`src/rtl/jam_cost_arbiter.sv`:
```
// jam_cost_arbiter: round-robin owner of the shared Cost ROM port, burst per grant.
// Define JAM_ARB_FIXED_PRIO_EN for lowest-index-wins arbitration.
module jam_cost_arbiter #(
  parameter int N_REQ     = 4,
  parameter int BURST_LEN = 8
) (
  input  logic               CLK,
  input  logic               RST,
  input  logic [N_REQ-1:0]   req,
  input  logic [3*N_REQ-1:0] req_w,
  input  logic [3*N_REQ-1:0] req_j,
  output logic [N_REQ-1:0]   gnt,
  output logic [2:0]         W,
  output logic [2:0]         J,
  input  logic [6:0]         Cost,
  output logic [6:0]         rdata,
  output logic [N_REQ-1:0]   rvalid,
  output logic               busy
);

  localparam int IW = (N_REQ > 1) ? $clog2(N_REQ) : 1;

  typedef enum logic {
    IDLE,
    GRANT
  } state_t;

  state_t state, state_n;

  logic [IW-1:0]    owner, owner_n;
  logic [IW-1:0]    rr_ptr, rr_ptr_n;
  logic [IW-1:0]    pend_id, pend_id_n;
  logic [3:0]       burst_cnt, burst_cnt_n;
  logic             pending, pending_n;
  logic [N_REQ-1:0] gnt_n, rvalid_n;
  logic [2:0]       w_n, j_n;
  logic [6:0]       rdata_n;

  logic [IW-1:0] base, idx, winner;
  logic          found;
  logic          accept, last;

  function automatic logic [IW-1:0] wrap_inc(
    input logic [IW-1:0] b,
    input int            k
  );
    int t;
    t = int'(b) + k;
    if (t >= N_REQ) t = t - N_REQ;
    return IW'(t);
  endfunction

`ifdef JAM_ARB_FIXED_PRIO_EN
  assign base = '0;
`else
  assign base = rr_ptr;
`endif

  // first requester at or after base, wrapping
  always_comb begin
    winner = '0;
    found  = 1'b0;
    idx    = '0;
    for (int k = 0; k < N_REQ; k++) begin
      idx = wrap_inc(base, k);
      if (!found && req[idx]) begin
        winner = idx;
        found  = 1'b1;
      end
    end
  end

  assign accept = (state == GRANT) && gnt[owner] && req[owner];
  assign last   = (accept && (burst_cnt + 4'd1 == 4'(BURST_LEN)))
                || ((state == GRANT) && !req[owner]);
  assign busy   = (state == GRANT);

  always_comb begin
    state_n     = state;
    owner_n     = owner;
    rr_ptr_n    = rr_ptr;
    burst_cnt_n = burst_cnt;
    gnt_n       = gnt;
    w_n         = W;
    j_n         = J;
    pending_n   = accept;
    pend_id_n   = pend_id;
    rdata_n     = rdata;
    rvalid_n    = '0;

    if (pending) begin
      rdata_n           = Cost;
      rvalid_n[pend_id] = 1'b1;
    end

    unique case (state)
      IDLE: begin
        gnt_n = '0;
        if (found) begin
          owner_n        = winner;
          gnt_n[winner]  = 1'b1;
          burst_cnt_n    = '0;
          state_n        = GRANT;
        end
      end
      GRANT: begin
        if (accept) begin
          w_n         = req_w[int'(owner)*3 +: 3];
          j_n         = req_j[int'(owner)*3 +: 3];
          burst_cnt_n = burst_cnt + 4'd1;
          pend_id_n   = owner;
        end
        if (last) begin
          gnt_n   = '0;
          state_n = IDLE;
`ifdef JAM_ARB_FIXED_PRIO_EN
          rr_ptr_n = '0;
`else
          rr_ptr_n = wrap_inc(owner, 1);
`endif
        end
      end
      default: begin
        state_n = IDLE;
        gnt_n   = '0;
      end
    endcase
  end

  always_ff @(posedge CLK or posedge RST) begin
    if (RST) begin
      state     <= IDLE;
      owner     <= '0;
      rr_ptr    <= '0;
      pend_id   <= '0;
      burst_cnt <= '0;
      pending   <= 1'b0;
      gnt       <= '0;
      W         <= '0;
      J         <= '0;
      rdata     <= '0;
      rvalid    <= '0;
    end else begin
      state     <= state_n;
      owner     <= owner_n;
      rr_ptr    <= rr_ptr_n;
      pend_id   <= pend_id_n;
      burst_cnt <= burst_cnt_n;
      pending   <= pending_n;
      gnt       <= gnt_n;
      W         <= w_n;
      J         <= j_n;
      rdata     <= rdata_n;
      rvalid    <= rvalid_n;
    end
  end

endmodule

```
`config.mk`:
```
export PLATFORM = sky130hd
export DESIGN_NAME = jam_cost_arbiter
export DESIGN_NICKNAME = d
export VERILOG_FILES = /design/src/rtl/jam_cost_arbiter.sv
export SDC_FILE = /design/constraint.sdc
export NUM_CORES = 1
export LEC_CHECK = 0
export BUFFER_PORTS_ARGS = -buffer_cell sky130_fd_sc_hd__buf_2
export CAP_MARGIN = 5
export CORE_AREA = 2 2 59 61
export CTS_CLUSTER_DIAMETER = 30
export DETAILED_ROUTE_END_ITERATION = 12
export DIE_AREA = 0 0 61 63
export GPL_TIMING_DRIVEN = 1
export PLACE_DENSITY = 0.77
export SYNTH_ARGS = -nofsm -noshare
export SYNTH_HDL_FRONTEND = slang
export SYNTH_SLANG_ARGS = --single-unit
```
`constraint.sdc`:
```
create_clock -name CLK -period 3.2 [get_ports CLK]
set_clock_uncertainty 0.2 [all_clocks]
set_input_delay 0.64 -clock CLK [delete_from_list [all_inputs] [get_ports CLK]]
set_output_delay 0.64 -clock CLK [all_outputs]
set_load 0.02 [all_outputs]
```
==> flow_metrics.env, run 1 <==
export IMPL_die_y_um=63
export IMPL_num_vias=1266
export IMPL_cts_clk_slew_worst_paths_ns=0.09
export IMPL_cts_tree="built"
export IMPL_final_area_sq_mm=0.001994
export IMPL_ys_top_cells_by_area="dfrtp_1 (51%), mux4_2 (11%), mux2_2 (8.4%), nand2_1 (3.7%), a22o_1 (2.2%)"
export IMPL_critPathCaptureType="register"
export IMPL_fin_crit_sh=0.7469
export IMPL_synthTopCellsByCount="dfrtp_1 (33), nand2_1 (16), mux2_2 (12), inv_1 (9)"
export IMPL_grt_first_pass_wirelength_um=5685
export IMPL_synthArstFlopShare=1.000
export IMPL_ys_ff_latch=33
export IMPL_synth_area_per_cell_sq_um=12.31
export IMPL_antennaDiodeCount=0
export IMPL_finalHoldViolCount=0
export IMPL_ys_types=33
export IMPL_combPwrFrac=0.445
export IMPL_postCtsResizedCells=0
export IMPL_antenna_found_initial=0
export IMPL_syn_nets=170
export IMPL_dp_hpwl_um=2706
export IMPL_pin_count=59
export IMPL_drc_errors=0
export IMPL_final_setup_tns_ns=0
export IMPL_placementRows=21
export IMPL_drt_iter0_drc=20
export IMPL_place_port_buffers=58
export IMPL_internal_power_mw=1.047
export IMPL_area_growth_pct=23.66
export IMPL_synth_edf_count=0
export IMPL_ir_worst_vdd_uv=497.8
export IMPL_drv_cap=0
export IMPL_critPathLaunchType="register"
export IMPL_dieArea_sq_mm=0.003843
export IMPL_worst_slew_pin_slew_ns=0.6938
export IMPL_seq_area_frac_synth=0.5120
export IMPL_insertion_delay_ns=0.32
export IMPL_maxSlewHeadroom=0.5375
export IMPL_startpoint="owner[0]"
export IMPL_numCtsBuffers=5
export IMPL_place_area_sq_mm=0.001943
export IMPL_avgViaCountPerCell=5.275
export IMPL_synth_top_cell_by_area="dfrtp_1"
export IMPL_seq_area_sq_um=825.8
export IMPL_hold_class="in -> async"
export IMPL_power_mw=1.751
export IMPL_root_buffer="clkbuf_4"
export IMPL_p_leak_nw=1.031
export IMPL_multiInputGateArea_sq_um=720.7
export IMPL_initial_core_util=0.4990
export IMPL_seqPwrFrac=0.434
export IMPL_cp_data_arrival_time_ns=2.40
export IMPL_clockBufferDepth=2
export IMPL_drv_slew=0
export IMPL_fin_util=0.6171
export IMPL_synth_flop_cell="dfrtp_1"
export IMPL_synthMostInstantiatedCell="dfrtp_1"
export IMPL_rsz0062_at_grt="no"
export IMPL_p_sw_mw=0.7041
export IMPL_grt_pass1_vias=1268
export IMPL_postRouteAntennaNets=0
export IMPL_post_cts_setup_buffer_count=0
export IMPL_drt_total_wl_um=3446
export IMPL_status="complete, no violations"
export IMPL_synth_top_area_frac=0.5120
export IMPL_nFillCells=281
export IMPL_clock_fmax_mhz=418.4
export IMPL_netlist_area_sq_mm=0.001613
export IMPL_fin_nets=232
export IMPL_grt_max_degree=34
export IMPL_grt_remaining_overflow=0
export IMPL_gp_congestion=0.8146
export IMPL_cp_max_fo=14
export IMPL_power_density_mw_per_mm2=878.1
export IMPL_p_sw_frac=0.4020
export IMPL_syn_inst=131
export IMPL_post_route_min_period_ns=2.390
export IMPL_power_frac_clock=0.122
export IMPL_post_drt_wl_per_cell_um=14.36
export IMPL_firstDrtPassIters=4
export IMPL_path_class="reg -> reg"
export IMPL_r2r_start="owner[0]"
export IMPL_required_ns=3.21
export IMPL_setup_viol=0
export IMPL_hold_buffers=0
export IMPL_design_core_area_sq_mm=0.003232
export IMPL_drive_above_1_share=0.4639
export IMPL_yosysWarnings=0
export IMPL_die_width_um=61
export IMPL_clock_sinks=33
export IMPL_grt_util_all_layers=0.2044
export IMPL_h_tree_depth=2
[layout by cell type, fill, tap and decap left out]
master,n
mux2_2,12
buf_2,58
clkinv_2,2
mux2i_1,2
nand3_1,2
a32oi_1,1
a221o_1,2
o32a_1,1
nand4_1,1
o2bb2ai_1,1
nor2b_1,2
o31ai_1,1
o21ai_0,6
a22o_1,4
nor2_1,8
buf_4,2
nor3b_1,1
a31oi_1,2
xor2_1,1
mux4_2,8
nand3_2,1
a21oi_1,3
mux2_4,1
inv_1,9
dfrtp_1,33
and2_1,2
nand2b_1,1
clkbuf_4,5
a21o_1,1
nand2_1,16
o41ai_2,1
ha_1,2
a41o_1,1
clkbuf_1,1
[worst max-delay path, stage by stage (launching register included)]
cell and delay [ns]:
dfrtp_1 0.80, mux4_2 0.63, nand3_2 0.27, mux2_2 0.38
[registers in the layout, indices dropped and copies added, names as in the netlist, 3 cells and up]
register,cells
rdata,7
burst_cnt,4
gnt,4
rvalid,4
J,3
W,3
[metal layers]
metal	GRT usage	vias to the layer above	routed length [um]
met5	0	-	0
met4	0.1060	0	115
met3	0.06418	17	210
met2	0.3562	57	1830
met1	0.2096	592	1289
li1	-	600	-
[worst paths after layout]
check,to,slack [ns],cells past startpoint
hold / removal,rdata[5],0.17,3
max in group asynchronous,gnt[3],2.34,3
setup / recovery,J[1],0.81,3
setup reg to reg,J[1],0.81,3
hold reg to reg,rvalid[2],0.29,1
min in group CLK,rvalid[2],0.29,1
[metrics by stage]
| stage | hold slack, ns | setup WS (ns) | instances |
|---|---|---|---|
| floorplan | 0.2435 | 1.152 | 131 |
| global placement | 0.2687 | 0.8870 | 232 |
| detailed placement | 0.2810 | 0.8227 | 232 |
| CTS | 0.1851 | 0.7981 | 240 |
| global route | 0.1949 | 0.6761 | 240 |
| finish | 0.1739 | 0.8099 | 240 |
[logic make-up (layout without fill, tap and decap cells)]
family / count (synthesis) / count (layout) / share of synthesized area
DFF: 33 / 33 / 0.5120
AOI/OAI and AO/OA: 24 / 24 / 0.1125
xor gates and xnor gates: 1 / 1 / 0.005432
muxes: 23 / 23 / 0.2172
and+or+nand+nor: 34 / 34 / 0.09621
buffers and inverters: 14 / 77 / 0.04111
adders and majority gates: 2 / 2 / 0.01551
[area by class of cell]
| type | instances | share of cell area |
|---|---|---|
| Timing Repair Buffer | 60 | 0.1531 |
| Tap cell | 46 | 0.02886 |
| Clock buffer | 6 | 0.02070 |
| Sequential cell | 33 | 0.4141 |
| Clock inverter | 2 | 0.005019 |
| Multi-Input combinational cell | 84 | 0.3614 |
| Inverter | 9 | 0.01694 |
[power groups by stage]
stage | Sequential (mW) | Clock (mW) | Combinational, mW
after floorplan | 0.825 | 0 | 0.497
after global placement | 0.753 | 0 | 0.761
after detailed placement | 0.769 | 0 | 0.790
after CTS | 0.762 | 0.219 | 0.792
after global routing | 0.788 | 0.247 | 0.857
final | 0.759 | 0.213 | 0.779
(Power assumes the default switching activity.)
==> run 2: changes to the inputs <==
--- a/config.mk
+++ b/config.mk
@@ -7,12 +7,12 @@
 export LEC_CHECK = 0
 export BUFFER_PORTS_ARGS = -buffer_cell sky130_fd_sc_hd__buf_2
 export CAP_MARGIN = 5
-export CORE_AREA = 2 2 59 61
+export CORE_AREA = 2 2 64 66
 export CTS_CLUSTER_DIAMETER = 30
 export DETAILED_ROUTE_END_ITERATION = 12
-export DIE_AREA = 0 0 61 63
+export DIE_AREA = 0 0 66 68
 export GPL_TIMING_DRIVEN = 1
-export PLACE_DENSITY = 0.77
+export PLACE_DENSITY = 0.69
 export SYNTH_ARGS = -nofsm -noshare
 export SYNTH_HDL_FRONTEND = slang
 export SYNTH_SLANG_ARGS = --single-unit
==> constraint.sdc (replaced) <==
create_clock -name CLK -period 2 [get_ports CLK]
set_clock_uncertainty 0.2 [all_clocks]
set_input_delay 0.4 -clock CLK [delete_from_list [all_inputs] [get_ports CLK]]
set_output_delay 0.4 -clock CLK [all_outputs]
set_load 0.02 [all_outputs]
==> run 2 against run 1 <==
Compared with the run above:
- the run now ends with negative hold slack left
- first-iteration DRC count grew 130%
- sequential share of layout area shrank 2.6 points
- global-route usage fell by 2.5 points
- die area is 17% higher
- design area rose by 6.8%
- count of clock-buffer cells in the layout down 1
- non-clock buffer count rose by 10
- total power increased by 75%
- combinational power grew 84%
==> flow_metrics.env, run 2 (synthesis gave the netlist of run 1 again) <==
export IMPL_pin_count=59
export IMPL_cp_data_arrival_time_ns=1.89
export IMPL_h_tree_depth=2
export IMPL_fin_nets=242
export IMPL_setup_viol=0
export IMPL_required_ns=1.97
export IMPL_initial_core_util=0.4182
export IMPL_design_core_area_sq_mm=0.003856
export IMPL_status="complete, but fails checks"
export IMPL_finalHoldViolCount=16
export IMPL_drc_errors=0
export IMPL_place_port_buffers=58
export IMPL_pre_cts_ws_ns=-0.007836
export IMPL_area_growth_pct=32.12
export IMPL_cp_max_fo=3
export IMPL_drv_cap=0
export IMPL_grt_util_all_layers=0.1797
export IMPL_regMostFlops="rdata"
export IMPL_numCtsBuffers=5
export IMPL_post_drt_wl_per_cell_um=14.50
export IMPL_postRouteAntennaNets=0
export IMPL_num_vias=1304
export IMPL_violations="negative hold slack"
export IMPL_finalHoldWorstSlack_ns=-0.002096
export IMPL_fin_util=0.5526
export IMPL_ir_worst_vdd_uv=988.7
export IMPL_critPathCaptureType="register"
export IMPL_power_density_mw_per_mm2=1436
export IMPL_mostFrequentLayoutCell="buf_2"
export IMPL_maxSlewHeadroom=0.7315
export IMPL_fin_crit_sh=0.9574
export IMPL_grt_remaining_overflow=0
export IMPL_p_leak_nw=1.096
export IMPL_cts_clk_slew_worst_paths_ns=0.07
export IMPL_placementRows=23
export IMPL_gp_congestion=0.7733
export IMPL_critPathLaunchType="register"
export IMPL_grt_max_degree=34
export IMPL_drive_above_1_share=0.5147
export IMPL_dp_hpwl_um=2894
export IMPL_avgViaCountPerCell=5.134
export IMPL_clock_sinks=33
export IMPL_firstDrtPassIters=4
export IMPL_hold_buffers=0
export IMPL_die_y_um=68
export IMPL_place_area_sq_mm=0.002016
export IMPL_final_area_sq_mm=0.002131
export IMPL_drv_slew=0
export IMPL_grt_first_pass_wirelength_um=5823
export IMPL_dieArea_sq_mm=0.004488
export IMPL_drt_iter0_drc=45
export IMPL_cts_tree="built"
export IMPL_clockBufferDepth=2
export IMPL_antennaDiodeCount=0
export IMPL_post_route_min_period_ns=1.915
export IMPL_antenna_found_initial=0
export IMPL_worst_slew_pin_slew_ns=0.4027
export IMPL_insertion_delay_ns=0.28
export IMPL_rsz0062_at_grt="no"
export IMPL_grt_pass1_vias=1283
export IMPL_hold_class="in -> async"
export IMPL_die_width_um=66
export IMPL_clock_fmax_mhz=522.3
export IMPL_drt_total_wl_um=3682
export IMPL_final_cell_mix="buf_2 (58), dfrtp_1 (32), nand2_1 (16)"
export IMPL_root_buffer="clkbuf_8"
export IMPL_largest_reg_flops=7
export IMPL_path_class="reg -> reg"
export IMPL_timing_final_ws_setup_ns=0.08525
==> run 2: critical path, cell delays in order (launching register included) <==
cell and delay [ns]:
dfrtp_1 0.36, ha_2 0.19, buf_4 0.12, nand4_1 0.10
mux2i_2 0.26, a41o_1 0.27, mux2_4 0.31
==> run 2: final timing paths <==
path                         startpoint       end  slack (ns)  cells past startpoint
max reg2reg                burst_cnt[0]   base[1]        0.09                      6
min reg2reg                        J[0]      J[0]        0.28                      2
min                                 RST      W[2]      -0.002                      3
max                        burst_cnt[0]   base[1]        0.09                      6
max in group asynchronous           RST  owner[0]        1.30                      3
min in group CLK                Cost[6]  rdata[6]        0.15                      2
==> run 2: layout make-up <==
cell class / count / area [sq um]
well taps: 50 / 62.56
inverters: 9 / 33.78
clock buffers: 5 / 68.82
fillers: 349 / 1725
multi-input cells: 84 / 740.7
flip-flops and latches: 33 / 827.0
clock inverters: 3 / 17.52
repair buffers: 70 / 380.4
==> run 2: repair_timing <==
action	in CTS	in global routing
gates resized for setup	0	5
endpoints found under the setup margin	0	17
setup buffers	0	1
==> run 2: power breakdown <==
group          switching (mW)  leakage [nW]  internal (mW)
clock                   0.238        0.0439          0.240
combinational           0.742         0.633          0.690
sequential              0.218         0.419          0.931
==> run 2: metal layers <==
metal / vias to the layer above / GRT usage / share of wire
met1: 633 / 0.1897 / 0.39
met5: - / 0 / 0
met2: 51 / 0.3434 / 0.53
li1: 614 / - / -
met4: 0 / 0.06122 / 0.013
met3: 6 / 0.05099 / 0.069
==> run 2: metrics by stage <==
| stage | TNS (ns) | std cells | power (mW) |
|---|---|---|---|
| after floorplan | 0 | 131 | 2.116 |
| after global placement | 0 | 245 | 2.498 |
| after detailed placement | -0.008272 | 245 | 2.571 |
| after CTS | 0 | 253 | 3.054 |
| after global routing | 0 | 254 | 3.286 |
| final | 0 | 254 | 3.059 |
==> run 3: changes to the inputs <==
--- a/config.mk
+++ b/config.mk
@@ -12,6 +12,7 @@
 export DETAILED_ROUTE_END_ITERATION = 12
 export DIE_AREA = 0 0 66 68
 export GPL_TIMING_DRIVEN = 1
+export MAX_ROUTING_LAYER = met4
 export PLACE_DENSITY = 0.69
 export SYNTH_ARGS = -nofsm -noshare
 export SYNTH_HDL_FRONTEND = slang
==> run 3 against run 2 <==
Compared with the run above:
- the run still ends with negative hold slack left
- count of clock-buffer cells in the layout unchanged
- sequential power about the same
- total power is essentially flat
- core utilization unchanged
- worst hold slack is essentially flat
- first-iteration DRC count grew 64%
- routed wire length grew 0.14%
- global-route usage rose by 0.56 points
- via count is essentially flat
- non-clock buffer count unchanged
- critical endpoint unchanged
- highest routed layer unchanged
==> flow_metrics.env, run 3 (synthesis gave the netlist of run 1 again) <==
export IMPL_root_buffer="clkbuf_8"
export IMPL_violations="negative hold slack"
export IMPL_cts_tree="built"
export IMPL_pin_count=59
export IMPL_pre_cts_ws_ns=-0.007836
export IMPL_drive_above_1_share=0.5147
export IMPL_fin_crit_sh=0.9573
export IMPL_drv_slew=0
export IMPL_largest_reg_flops=7
export IMPL_dp_hpwl_um=2894
export IMPL_drc_errors=0
export IMPL_hold_class="in -> async"
export IMPL_firstDrtPassIters=4
export IMPL_drv_cap=0
export IMPL_maxSlewHeadroom=0.7324
export IMPL_antennaDiodeCount=0
export IMPL_cp_max_fo=3
export IMPL_grt_max_degree=34
export IMPL_gr_usage_met1=0.1929
export IMPL_power_density_mw_per_mm2=1436
export IMPL_clockBufferDepth=2
export IMPL_gp_congestion=0.7837
export IMPL_placementRows=23
export IMPL_grt_pass1_vias=1284
export IMPL_power_mw=3.060
export IMPL_cp_data_arrival_time_ns=1.89
export IMPL_required_ns=1.97
export IMPL_rsz0062_at_grt="no"
export IMPL_gr_usage_met2=0.3422
export IMPL_cts_clk_slew_worst_paths_ns=0.07
export IMPL_grt_use_met3=0.04934
export IMPL_setup_viol=0
export IMPL_clock_sinks=33
export IMPL_final_setup_tns_ns=0
export IMPL_post_route_min_period_ns=1.915
export IMPL_h_tree_depth=2
export IMPL_design_core_area_sq_mm=0.003856
export IMPL_numCtsBuffers=5
export IMPL_antenna_found_initial=0
export IMPL_area_growth_pct=32.12
export IMPL_avgViaCountPerCell=5.138
export IMPL_grt_util_all_layers=0.1853
export IMPL_worst_slew_pin_slew_ns=0.4014
export IMPL_regMostFlops="rdata"
export IMPL_critPathCaptureType="register"
export IMPL_ir_worst_vdd_uv=987.9
export IMPL_drt_total_wl_um=3687
export IMPL_postRouteAntennaNets=0
export IMPL_dieArea_sq_mm=0.004488
export IMPL_clock_fmax_mhz=522.3
export IMPL_p_leak_nw=1.096
export IMPL_finalHoldWorstSlack_ns=-0.002452
export IMPL_drt_iter0_drc=74
export IMPL_timing_final_ws_setup_ns=0.08549
export IMPL_grt_busiest_layer="met2"
export IMPL_grt_remaining_overflow=0
export IMPL_finalHoldViolCount=18
export IMPL_status="complete, but fails checks"
export IMPL_fin_util=0.5526
export IMPL_final_cell_mix="buf_2 (58), dfrtp_1 (32), nand2_1 (16)"
export IMPL_grt_first_pass_wirelength_um=5830
export IMPL_path_class="reg -> reg"
export IMPL_initial_core_util=0.4182
export IMPL_mostFrequentLayoutCell="buf_2"
export IMPL_num_vias=1305
export IMPL_place_port_buffers=58
export IMPL_nFillCells=349
export IMPL_die_width_um=66
export IMPL_fin_nets=242
export IMPL_critPathLaunchType="register"
export IMPL_post_drt_wl_per_cell_um=14.52
export IMPL_insertion_delay_ns=0.28
export IMPL_die_y_um=68
-- run 3: cell counts in the layout (fill, tap and decap cells not counted) --
No cell type changed its count.
-- run 3: path summary, 6_finish.rpt --
path / start / to / slack [ns] / cells after the start
hold reg to reg: J[0] / J[0] / 0.28 / 2
setup reg to reg: burst_cnt[0] / base[1] / 0.09 / 6
setup / recovery: burst_cnt[0] / base[1] / 0.09 / 6
hold / removal: RST / rdata[6] / -0.002 / 3
max in group asynchronous: RST / owner[0] / 1.30 / 3
min in group CLK: Cost[6] / rdata[6] / 0.15 / 2
-- run 3: through the flow --
step           std cells  area, sq um
2_1_floorplan        131         1613
3_3_place_gp         245         2016
3_5_place_dp         245         2016
4_1_cts              253         2102
5_1_grt              254         2131
6_report             254         2131
-- run 3: layout make-up --
cell class	count	area, sq um	share of cell area
flip-flops and latches	33	827.0	0.3881
multi-input cells	84	740.7	0.3476
repair buffers	70	380.4	0.1785
clock buffers	5	68.82	0.03230
well taps	50	62.56	0.02936
inverters	9	33.78	0.01585
clock inverters	3	17.52	0.008221
-- run 3: report_power, final --
part	switching (mW)	internal (mW)	leakage [nW]
Clock	0.238	0.240	0.0439
Combinational	0.742	0.690	0.633
Sequential	0.219	0.931	0.419
Total	1.20	1.86	1.10
-- run 3: worst max-delay path, cell delays in order (launching register included) --
cell,delay [ns]
dfrtp_1,0.36
ha_2,0.19
buf_4,0.12
nand4_1,0.10
mux2i_2,0.26
a41o_1,0.27
mux2_4,0.31
-- run 3: routing by layer --
layer  routed length (um)  vias to the layer above  part of all wire
li1                     -                      613                 -
met1                 1424                      634              0.39
met2                 1968                       54              0.53
met3                  259                        4             0.070
met4                   35                        0            0.0095
met5                    0                        -                 0
-- run 3: repair_timing --
| action | in CTS | in global routing |
|---|---|---|
| resized for setup | 0 | 5 |
| hold buffers | 0 | 0 |
| buffers inserted | 0 | 1 |
| setup endpoints to repair | 0 | 17 |
